[config.mk]
export PLATFORM = sky130hd
export DESIGN_NAME = div_iter_flat
export DESIGN_NICKNAME = d
export VERILOG_FILES = /design/src/rtl/div_iter_pkg.sv /design/src/rtl/div_iter_if.sv /design/src/rtl/div_iter_step.sv /design/src/rtl/div_iter.sv /design/src/flat_wrapper.sv
export SDC_FILE = /design/constraint.sdc
export NUM_CORES = 1
export LEC_CHECK = 0
export ABC_CLOCK_PERIOD_IN_PS = 34200
export BUFFER_PORTS_ARGS = -buffer_cell sky130_fd_sc_hd__buf_2
export CAP_MARGIN = 40
export CORE_MARGIN = 10
export CORE_UTILIZATION = 48
export DETAILED_ROUTE_END_ITERATION = 8
export PLACE_DENSITY = 0.71
export SETUP_SLACK_MARGIN = 0.05
export SLEW_MARGIN = 20
export SYNTH_ARGS = -nofsm -noshare
export SYNTH_HDL_FRONTEND = slang
export SYNTH_SLANG_ARGS = --single-unit
[constraint.sdc]
create_clock -name clock -period 34.2 [get_ports clock]
set_clock_uncertainty 0.1 [all_clocks]
set_input_delay 1.71 -clock clock [delete_from_list [all_inputs] [get_ports clock]]
set_output_delay 1.71 -clock clock [all_outputs]
set_load 0.05 [all_outputs]
[src/rtl/div_iter_pkg.sv]
// Shared definitions for the iterative divider: widths, FSM states and
// the carry-lookahead adder reused by the step logic and the sign fix.
package div_iter_pkg;

    localparam int DIV_WIDTH = 32;
    localparam int DIV_ITER  = 32;
    localparam int DIV_CNT_W = 6;

    typedef enum logic [1:0] {
        IDLE = 2'd0,
        RUN  = 2'd1,
        FIX  = 2'd2,
        DONE = 2'd3
    } state_t;

    // 33-bit generate/propagate adder; one extra bit carries the sign of a
    // trial subtraction.
    function automatic logic [DIV_WIDTH:0] cla_add(input logic [DIV_WIDTH:0] a,
                                                   input logic [DIV_WIDTH:0] b,
                                                   input logic               cin);
        logic [DIV_WIDTH:0] p;
        logic [DIV_WIDTH:0] c;
        p    = a ^ b;
        c    = '0;
        c[0] = cin;
        for (int i = 0; i < DIV_WIDTH; i++) begin
            c[i+1] = (a[i] & b[i]) | (p[i] & c[i]);
        end
        return p ^ c;
    endfunction

    function automatic logic [DIV_WIDTH-1:0] negate(input logic [DIV_WIDTH-1:0] x);
        logic [DIV_WIDTH:0] s;
        s = cla_add({1'b1, ~x}, '0, 1'b1);
        return s[DIV_WIDTH-1:0];
    endfunction

    // 0x80000000 maps to itself, read as an unsigned magnitude.
    function automatic logic [DIV_WIDTH-1:0] abs_val(input logic [DIV_WIDTH-1:0] x);
        return x[DIV_WIDTH-1] ? negate(x) : x;
    endfunction

endpackage

[src/rtl/div_iter_if.sv]
// Processor-side start/ready handshake of the divider, shared with the
// multiplier path.
interface div_iter_if;
    import div_iter_pkg::*;

    logic                 ctrl_DIV;
    logic [DIV_WIDTH-1:0] data_operandA;
    logic [DIV_WIDTH-1:0] data_operandB;
    logic [DIV_WIDTH-1:0] data_result;
    logic                 data_exception;
    logic                 data_resultRDY;
    logic                 busy;

    modport master (
        output ctrl_DIV, data_operandA, data_operandB,
        input  data_result, data_exception, data_resultRDY, busy
    );

    modport slave (
        input  ctrl_DIV, data_operandA, data_operandB,
        output data_result, data_exception, data_resultRDY, busy
    );

endinterface

[src/rtl/div_iter_step.sv]
// One restoring division iteration: shift {R,Q} left, trial-subtract |B|,
// keep the difference and set the quotient bit when it is non-negative.
module div_step
    import div_iter_pkg::*;
(
    input  logic [DIV_WIDTH-1:0] r,
    input  logic [DIV_WIDTH-1:0] q,
    input  logic [DIV_WIDTH-1:0] b_abs,
    output logic [DIV_WIDTH-1:0] r_nx,
    output logic [DIV_WIDTH-1:0] q_nx
);

    logic [DIV_WIDTH:0] r_sh;
    logic [DIV_WIDTH:0] trial;
    logic               neg;

    assign r_sh  = {r, q[DIV_WIDTH-1]};
    // R - |B| as R + ~|B| + 1 on the shared adder.
    assign trial = cla_add(r_sh, ~{1'b0, b_abs}, 1'b1);
    assign neg   = trial[DIV_WIDTH];

    assign r_nx = neg ? r_sh[DIV_WIDTH-1:0] : trial[DIV_WIDTH-1:0];
    assign q_nx = {q[DIV_WIDTH-2:0], ~neg};

endmodule

[src/rtl/div_iter.sv]
// Sequential signed divider: 32 restoring steps on magnitudes, then one
// sign-fix cycle; divide-by-zero completes immediately with an exception.
module div_iter
    import div_iter_pkg::*;
#(
    parameter int WIDTH = 32,
    parameter int CNT_W = 6
) (
    input logic       clock,
    input logic       reset,
    div_iter_if.slave bus
);

    state_t             state;
    state_t             state_nx;
    logic               sa;
    logic               sb;
    logic               ovf;
    logic [WIDTH-1:0]   abs_b;
    logic [WIDTH-1:0]   r;
    logic [WIDTH-1:0]   q;
    logic [WIDTH-1:0]   r_nx;
    logic [WIDTH-1:0]   q_nx;
    logic [CNT_W-1:0]   count;
    logic [WIDTH-1:0]   result_r;
    logic               exc_r;
    logic               start;
    logic               div_zero;
    logic               last_step;

    localparam logic [WIDTH-1:0] MIN_NEG = {1'b1, {(WIDTH-1){1'b0}}};

    assign start     = bus.ctrl_DIV;
    assign div_zero  = (bus.data_operandB == '0);
    assign last_step = (count == CNT_W'(DIV_ITER - 1));

    div_step u_step (
        .r     (r),
        .q     (q),
        .b_abs (abs_b),
        .r_nx  (r_nx),
        .q_nx  (q_nx)
    );

    always_ff @(posedge clock or posedge reset) begin
        // NOTE: sequential state uses non-blocking assignments so every register sees pre-edge values.
        if (reset) state <= IDLE;
        else       state <= state_nx;
    end

    always_comb begin
        // NOTE: next state defaults to the current one first, so no path leaves it unassigned (no latch).
        state_nx = state;
        case (state)
            IDLE:    state_nx = IDLE;
            RUN:     if (last_step) state_nx = FIX;
            FIX:     state_nx = DONE;
            DONE:    state_nx = IDLE;
            default: state_nx = IDLE;
        endcase
        // A start wins in every state, aborting whatever was in flight.
        if (start) state_nx = div_zero ? DONE : RUN;
    end

    always_ff @(posedge clock or posedge reset) begin
        if (reset) begin
            sa       <= 1'b0;
            sb       <= 1'b0;
            ovf      <= 1'b0;
            abs_b    <= '0;
            r        <= '0;
            q        <= '0;
            count    <= '0;
            result_r <= '0;
            exc_r    <= 1'b0;
        end else if (start) begin
            sa    <= bus.data_operandA[WIDTH-1];
            sb    <= bus.data_operandB[WIDTH-1];
            abs_b <= abs_val(bus.data_operandB);
            r     <= '0;
            q     <= abs_val(bus.data_operandA);
            count <= '0;
            ovf   <= (bus.data_operandA == MIN_NEG) && (bus.data_operandB == '1);
            if (div_zero) begin
                result_r <= '0;
                exc_r    <= 1'b1;
            end
        end else begin
            case (state)
                RUN: begin
                    r     <= r_nx;
                    q     <= q_nx;
                    count <= count + 1'b1;
                end
                FIX: begin
                    if (ovf) begin
                        result_r <= MIN_NEG;
                        exc_r    <= 1'b1;
                    end else begin
                        result_r <= (sa ^ sb) ? negate(q) : q;
                        exc_r    <= 1'b0;
                    end
                end
                default: ;
            endcase
        end
    end

    assign bus.data_result    = result_r;
    assign bus.data_exception = exc_r;
    assign bus.data_resultRDY = (state == DONE);
    assign bus.busy           = (state != IDLE);

endmodule

[src/flat_wrapper.sv]
// flat-port wrapper written by rule: the top's interface ports become plain ports
module div_iter_flat import div_iter_pkg::*;
#(
    parameter int WIDTH = 32,
    parameter int CNT_W = 6
)
  (clock, reset, bus_ctrl_DIV, bus_data_operandA, bus_data_operandB, bus_data_result, bus_data_exception, bus_data_resultRDY, bus_busy);
  div_iter_if bus_i ();
  input logic clock;
  input logic reset;
  input wire logic [$bits(bus_i.ctrl_DIV)-1:0] bus_ctrl_DIV;
  input wire logic [$bits(bus_i.data_operandA)-1:0] bus_data_operandA;
  input wire logic [$bits(bus_i.data_operandB)-1:0] bus_data_operandB;
  output wire logic [$bits(bus_i.data_result)-1:0] bus_data_result;
  output wire logic [$bits(bus_i.data_exception)-1:0] bus_data_exception;
  output wire logic [$bits(bus_i.data_resultRDY)-1:0] bus_data_resultRDY;
  output wire logic [$bits(bus_i.busy)-1:0] bus_busy;
  assign bus_i.ctrl_DIV = bus_ctrl_DIV;
  assign bus_i.data_operandA = bus_data_operandA;
  assign bus_i.data_operandB = bus_data_operandB;
  assign bus_data_result = bus_i.data_result;
  assign bus_data_exception = bus_i.data_exception;
  assign bus_data_resultRDY = bus_i.data_resultRDY;
  assign bus_busy = bus_i.busy;
  div_iter #(.WIDTH(WIDTH), .CNT_W(CNT_W)) u_core (.clock(clock), .reset(reset), .bus(bus_i));
endmodule
Word level (Yosys, flattened, before mapping). Index checks and enable logic that the tools add are counted.

Register bits: 140. Input bits: 67. Output and inout bits: 35. Logic and storage cells: 245.

$add $sub $neg: 1. Eq/ne operators: 8. Mux-type cells: 22. Bitwise operators: 196. Reduce and logical (&&, ||, !) cells: 8.

Operators with widths (count): $mux W32 (12); $and A1 B1 Y1 (153); $not A32 Y32 (3); $xor A32 B32 Y32 (3); $xor A33 B33 Y33 (2); $eq A32 B32 Y1 const B (2); $not A32 Y33 (1); $logic_not A32 Y1 (1); $or A1 B1 Y1 (32); $mux W6 (2); $add A6 B1 Y6 const B (1); $eq A6 B5 Y1 const B (1); $mux W2 (3); $pmux W2 S3 (1); $reduce_bool A2 Y1 (3); $eq A2 B2 Y1 const B (2); $mux W1 (4); $ne A3 B2 Y1 const B (1); $eq A2 B1 Y1 const B (1); $logic_not A2 Y1 (1); $ne A2 B1 Y1 const B (1); $reduce_and A2 Y1 (1); $reduce_or A2 Y1 (1); $logic_and A1 B1 Y1 (1); 2 further kinds (2).

Depth between registers and ports, before layout.
Word-level depth: 69. Depth in mapped cells: 38. Mapped depth without buffers: 37.

Hierarchy. A second synthesis with hierarchy kept.

Cells, all modules: 994. Area total of the unflattened synthesis: 9927.0 um^2.

Modules (own cells, without submodules): div_iter (instances 1, cells each 863, area an instance 8559.5 um^2); div_step (instances 1, cells each 131, area an instance 1367.6 um^2).

Worst setup path after synthesis. OpenSTA, ideal clock, no wires.

Path type: register -> register. Start: register u_core.q[31]. End: register u_core.r[0]. Setup time: 0.136 ns. Data arrival time: 13.411 ns. Path slack: 20.552 ns. Cell stages (with the launch flop): 39. Period minus slack after synthesis: 13.648 ns. Cell sequence: dfrtp_1 > inv_1 > ha_1 > fa_1 > fa_1 > fa_1 > fa_1 > fa_1 > fa_1 > fa_1 > fa_1 > fa_1 > fa_1 > fa_1 > fa_1 > fa_1 > fa_1 > fa_1 > (+3 left out) > fa_1 > fa_1 > fa_1 > fa_1 > fa_1 > fa_1 > fa_1 > fa_1 > fa_1 > fa_1 > fa_1 > fa_1 > fa_1 > xnor2_1 > clkbuf_1 > nand2_1 > o211ai_1 > a21oi_1.

Word-level cells in the longest chain between the ends: 68.

RTL lines: from (decl) (line div_iter.sv:21) `logic [WIDTH-1:0] q;`; from (signal assigned) (line div_iter.sv:81) `q <= abs_val(bus.data_operandA);`; from (signal assigned) (line div_iter.sv:92) `q <= q_nx;`; $and A1 B1 Y1 / $xor A33 B33 Y33 (equally long branches) (line div_iter_pkg.sv:27, div_iter_pkg.sv:23); $or A1 B1 Y1 (line div_iter_pkg.sv:27) `c[i+1] = (a[i] & b[i]) | (p[i] & c[i]);`; $and A1 B1 Y1 (line div_iter_pkg.sv:27); $or A1 B1 Y1 (line div_iter_pkg.sv:27); $and A1 B1 Y1 (line div_iter_pkg.sv:27); $or A1 B1 Y1 (line div_iter_pkg.sv:27); $and A1 B1 Y1 (line div_iter_pkg.sv:27); $or A1 B1 Y1 (line div_iter_pkg.sv:27); (+52 left out); $and A1 B1 Y1 (line div_iter_pkg.sv:27); $or A1 B1 Y1 (line div_iter_pkg.sv:27); $and A1 B1 Y1 (line div_iter_pkg.sv:27); $or A1 B1 Y1 (line div_iter_pkg.sv:27); $xor A33 B33 Y33 (line div_iter_pkg.sv:29) `return p ^ c;`; $mux W32 (*) (line div_iter_step.sv:22) `assign r_nx = neg ? r_sh[DIV_WIDTH-1:0] : trial[DIV_WIDTH-1:0];`; $mux W32 (*) (line div_iter.sv:89) `case (state)`; $mux W32 (*) (line div_iter.sv:76) `end else if (start) begin`; to (signal assigned) (line div_iter.sv:91) `r <= r_nx;`; to (decl) (line div_iter.sv:20) `logic [WIDTH-1:0] r;`.

Every way passes the cells marked *; elsewhere a longest branch is shown, timed or not. The select of a mux whose other input is x is not followed. A chain may end at the register's enable or synchronous reset.

Final worst setup path.
Start: register u_core.q[31]. End: register u_core.r[16].

Word-level cells in the longest chain between the ends: 68.

RTL lines (line): $and A1 B1 Y1 / $xor A33 B33 Y33 (equally long branches) (div_iter_pkg.sv:27, div_iter_pkg.sv:23); $or A1 B1 Y1 (*) (div_iter_pkg.sv:27); $and A1 B1 Y1 (*) (div_iter_pkg.sv:27); $or A1 B1 Y1 (*) (div_iter_pkg.sv:27); $and A1 B1 Y1 (*) (div_iter_pkg.sv:27); $or A1 B1 Y1 (*) (div_iter_pkg.sv:27); $and A1 B1 Y1 (*) (div_iter_pkg.sv:27); $or A1 B1 Y1 (*) (div_iter_pkg.sv:27); (+52 left out); $and A1 B1 Y1 (div_iter_pkg.sv:27); $or A1 B1 Y1 (div_iter_pkg.sv:27); $and A1 B1 Y1 (div_iter_pkg.sv:27); $or A1 B1 Y1 (div_iter_pkg.sv:27); $xor A33 B33 Y33 (*) (div_iter_pkg.sv:29); $mux W32 (*) (div_iter_step.sv:22); $mux W32 (*) (div_iter.sv:89); $mux W32 (*) (div_iter.sv:76).

Marked as above.

==> flow_metrics.py <==
metrics = {
    "status": {
        "outcome": "completed",
    },
    "setup_path": {
        "cp.arrival_ps": 14410,
        "worst_setup_path_start_kind": "flip-flop",
        "r2r_setup_slack_ps": 19990,
        "path_buf_inv": 2,
        "critPathTopFamily": "adder cells",
        "endpoint_kind": "flip-flop",
        "path_max_fanout": 63,
        "critPathRequiredTime_ps": 34400,
        "timing.critical_path.mode_cell": "fa_1",
        "slowest_delay_ps": 520,
        "crit_type": "flip-flop to flip-flop",
        "critPathSlowestCell": "buf_4",
    },
    "drt": {
        "routedWlPerCell_um": 16.6,
        "drtIter0Drc": 509,
        "ant_nets": 0,
        "vias_per_cell": 5.37,
        "routed_wl_mm": 22.4,
        "drcViolationCount": 0,
        "num_vias": 7260,
        "drtPass1Iterations": 5,
    },
    "placed_design": {
        "io_buffers": 101,
        "gp_congestion": 0.825,
        "dp_hpwl_mm": 16.1,
    },
    "sta": {
        "setup_viol": 0,
        "hold_viol_final": 0,
        "rsz0062_at_grt": "no",
        "fmax_mhz": 70.4,
        "finalSetupTns_ps": 0,
        "worst_slew_pin_slew_ps": 675,
        "relSlewSlack_pct": 54.6,
        "timing.final.crit_share_pct": 41.5,
        "period_needed_ps": 14210,
        "maxSlewViolCount": 0,
    },
    "cells_and_area": {
        "syn_to_final_growth_pct": 15.4,
        "antennaDiodeCount": 0,
        "layout.nets": 1270,
        "final_util_pct": 56.0,
        "num-fill-cells": 1722,
        "layout-drive-gt1-share_pct": 17.1,
    },
    "pwr": {
        "switchingPower_w": 0.000332,
        "share_comb_of_total_power_pct": 43.3,
        "leakage_nw": 5.27,
        "vdd_drop_max_uv": 48.1,
        "p_clk_share_pct": 24.8,
        "intPower_w": 0.000453,
        "p_sw_share_pct": 42.3,
        "power_density_mw_per_mm2": 72.5,
        "p_seq_share_pct": 31.9,
    },
    "logic_synthesis": {
        "syn_nets": 1198,
        "syn_inst": 1003,
        "synth_area_sq_mm": 0.00938,
        "yosysSeqAreaShare_pct": 37.4,
        "synth_edf_count": 0,
        "synth_ff_type": "dfrtp_1",
        "synth_top_area_share_pct": 37.4,
        "synth.area.top_cells": "dfrtp_1 37%, ha_1 13%, mux2i_1 6.8%",
        "postSynthAreaPerCell_sq_um": 9.35,
        "yosysUniqueCellTypes": 36,
        "synth_top_family_by_area": "adder cells",
        "synth_top_area_cell": "dfrtp_1",
        "synthXorXnorAreaFrac_pct": 0.747,
        "yosysWarnings": 0,
        "synth_adder_area_share_pct": 19.6,
        "yosys.area_share.simple_pct": 10.8,
        "synth_compound_area_share_pct": 12.5,
        "synthMuxAreaShare_pct": 11.0,
        "ys_ff_latch": 140,
        "synthArstFlopShare_pct": 100,
    },
    "global_route": {
        "grt_usage_pct": 17.8,
        "grt_pass1_wl_mm": 37.3,
        "antenna_found_initial": 0,
        "grt_pass1_vias": 7202,
        "grt_max_degree": 70,
        "grt_overflow": 0,
    },
    "cts": {
        "postCtsSetupRepairBufs": 0,
        "cts_hold_buffers": 0,
        "cts.htree.levels": 4,
        "clkLatencyLatePin_ps": 430,
        "cts_buffers": 17,
        "cts_sinks": 140,
        "cts_tree": "done",
        "cts.clk_slew.worst_paths_ps": 60,
        "root_buffer": "clkbuf_16",
        "clock_path_buffers": 2,
        "cts_resized": 0,
    },
    "floorplan": {
        "start_util_pct": 48.5,
        "fp.dieH_um": 160,
        "core_area_sq_mm": 0.0193,
        "num_rows": 51,
        "die-area_sq_mm": 0.0255,
        "ios": 102,
        "dieWidth_um": 160,
    },
    "flow_run": {
        "cap_viol_max_count": 0,
    },
    "min_path": {
        "hold_path.class": "flip-flop to flip-flop",
    },
}
## worst reg2reg max path: cells and delay by family (launching register included)
kind / cells / cell delay [ps]
fa+ha+maj: 32 / 12470
buf+inv: 2 / 580
flops: 1 / 390
compound gates: 2 / 220
simple gates: 1 / 160
xor+xnor: 1 / 150
## state kept, by name, indices dropped and copies added (netlist names)
name                       count
u_core.count                   6
u_core.bus.data_exception      1
u_core.sb                      1
u_core.ovf                     1
u_core.abs_b                  32
u_core.state                   2
u_core.sa                      1
u_core.r                      32
u_core.q                      32
u_core.bus.data_result        32
## per-layer routing
| metal | vias up | share of wire [%] | GRT usage [%] |
|---|---|---|---|
| li1 | 3536 | - | - |
| met5 | - | 0 | 0 |
| met3 | 19 | 5.9 | 4.68 |
| met1 | 3537 | 47 | 24.1 |
| met4 | 0 | 1.3 | 5.56 |
| met2 | 168 | 46 | 27.4 |
## stage by stage
step | cell area, sq um | total power, W | cells | hold slack (ps) | setup slack, ps
after global placement | 10000 | 0.000573 | 1315 | 368 | 20160
after detailed placement | 10200 | 0.000592 | 1321 | 374 | 20060
after floorplan | 9380 | 0.000503 | 1003 | 385 | 20550
after CTS | 10800 | 0.000791 | 1353 | 392 | 20060
final | 10800 | 0.000785 | 1353 | 382 | 19990
after global routing | 10800 | 0.000844 | 1353 | 412 | 19490
## power groups by stage
| stage | Sequential (W) | Clock, W | Combinational (W) |
|---|---|---|---|
| 4_1_cts | 0.000250 | 0.000197 | 0.000343 |
| 2_1_floorplan | 0.000293 | 0 | 0.000210 |
| 5_1_grt | 0.000256 | 0.000204 | 0.000383 |
| 3_3_place_gp | 0.000251 | 0 | 0.000322 |
| 6_report | 0.000251 | 0.000194 | 0.000340 |
| 3_5_place_dp | 0.000252 | 0 | 0.000340 |
## cell usage in the layout (no fill, tap or decap), types with 3 or more instances in the layout
cell / count
a211oi_1: 30
a21oi_1: 124
buf_16: 5
buf_2: 100
buf_4: 7
bufinv_16: 3
clkbuf_16: 17
clkinvlp_4: 4
dfrtp_1: 140
fa_1: 31
ha_1: 96
inv_1: 130
inv_6: 3
mux2_2: 33
mux2i_1: 64
nand2_1: 125
nand3_1: 3
nand4_1: 14
nor2_1: 73
nor3_1: 3
nor4_1: 10
nor4b_1: 5
o211ai_1: 31
o21ai_0: 6
xor2_1: 3
## cell families (layout without fill, tap and decap cells)
family / Yosys count / in the layout
buf+inv: 192 / 277
simple gates: 239 / 239
mux: 99 / 99
compound gates: 197 / 197
fa+ha+maj: 128 / 128
xor+xnor: 8 / 8
flops: 140 / 140
## final timing paths
kind / start / endpoint / cells after the start
worst max-delay path: u_core.q[31]$_DFFE_PP0P_ / u_core.r[16]$_DFFE_PP0P_ / 38
max in group asynchronous: reset / u_core.abs_b[24]$_DFFE_PP0P_ / 4
worst min register to register: u_core.bus.data_result[10]$_DFFE_PP0P_ / u_core.bus.data_result[10]$_DFFE_PP0P_ / 1
worst min-delay path: u_core.bus.data_result[10]$_DFFE_PP0P_ / u_core.bus.data_result[10]$_DFFE_PP0P_ / 1
min in group asynchronous: reset / u_core.q[7]$_DFFE_PP0P_ / 2
worst max register to register: u_core.q[31]$_DFFE_PP0P_ / u_core.r[16]$_DFFE_PP0P_ / 38
## synthesized netlist by cell type (2+ instances only)
| cell | instances |
|---|---|
| buf_6 | 3 |
| nand4_1 | 14 |
| inv_1 | 131 |
| buf_1 | 6 |
| nor2b_1 | 2 |
| buf_2 | 6 |
| a21oi_1 | 124 |
| nor4b_1 | 5 |
| xnor2_1 | 4 |
| o21ai_0 | 6 |
| mux2_1 | 2 |
| nand3_1 | 3 |
| mux2i_1 | 64 |
| nand2_1 | 125 |
| nor4_1 | 10 |
| ha_1 | 97 |
| fa_1 | 31 |
| dfrtp_1 | 140 |
| nor3_1 | 3 |
| a211oi_1 | 30 |
| mux2_2 | 33 |
| nor2_1 | 73 |
| xor2_1 | 4 |
| clkbuf_1 | 45 |
| o211ai_1 | 31 |
## final cells by class
cell class,instances,area (sq um),share of cell area (%)
timing repair buffer,113,711,6.57
clock buffer,19,453,4.19
inverter,132,500,4.63
clock inverter,13,165,1.53
sequential,140,3500,32.4
tap,265,332,3.06
multi-input combinational,671,5160,47.7
Power figures use the tool's default switching activity.
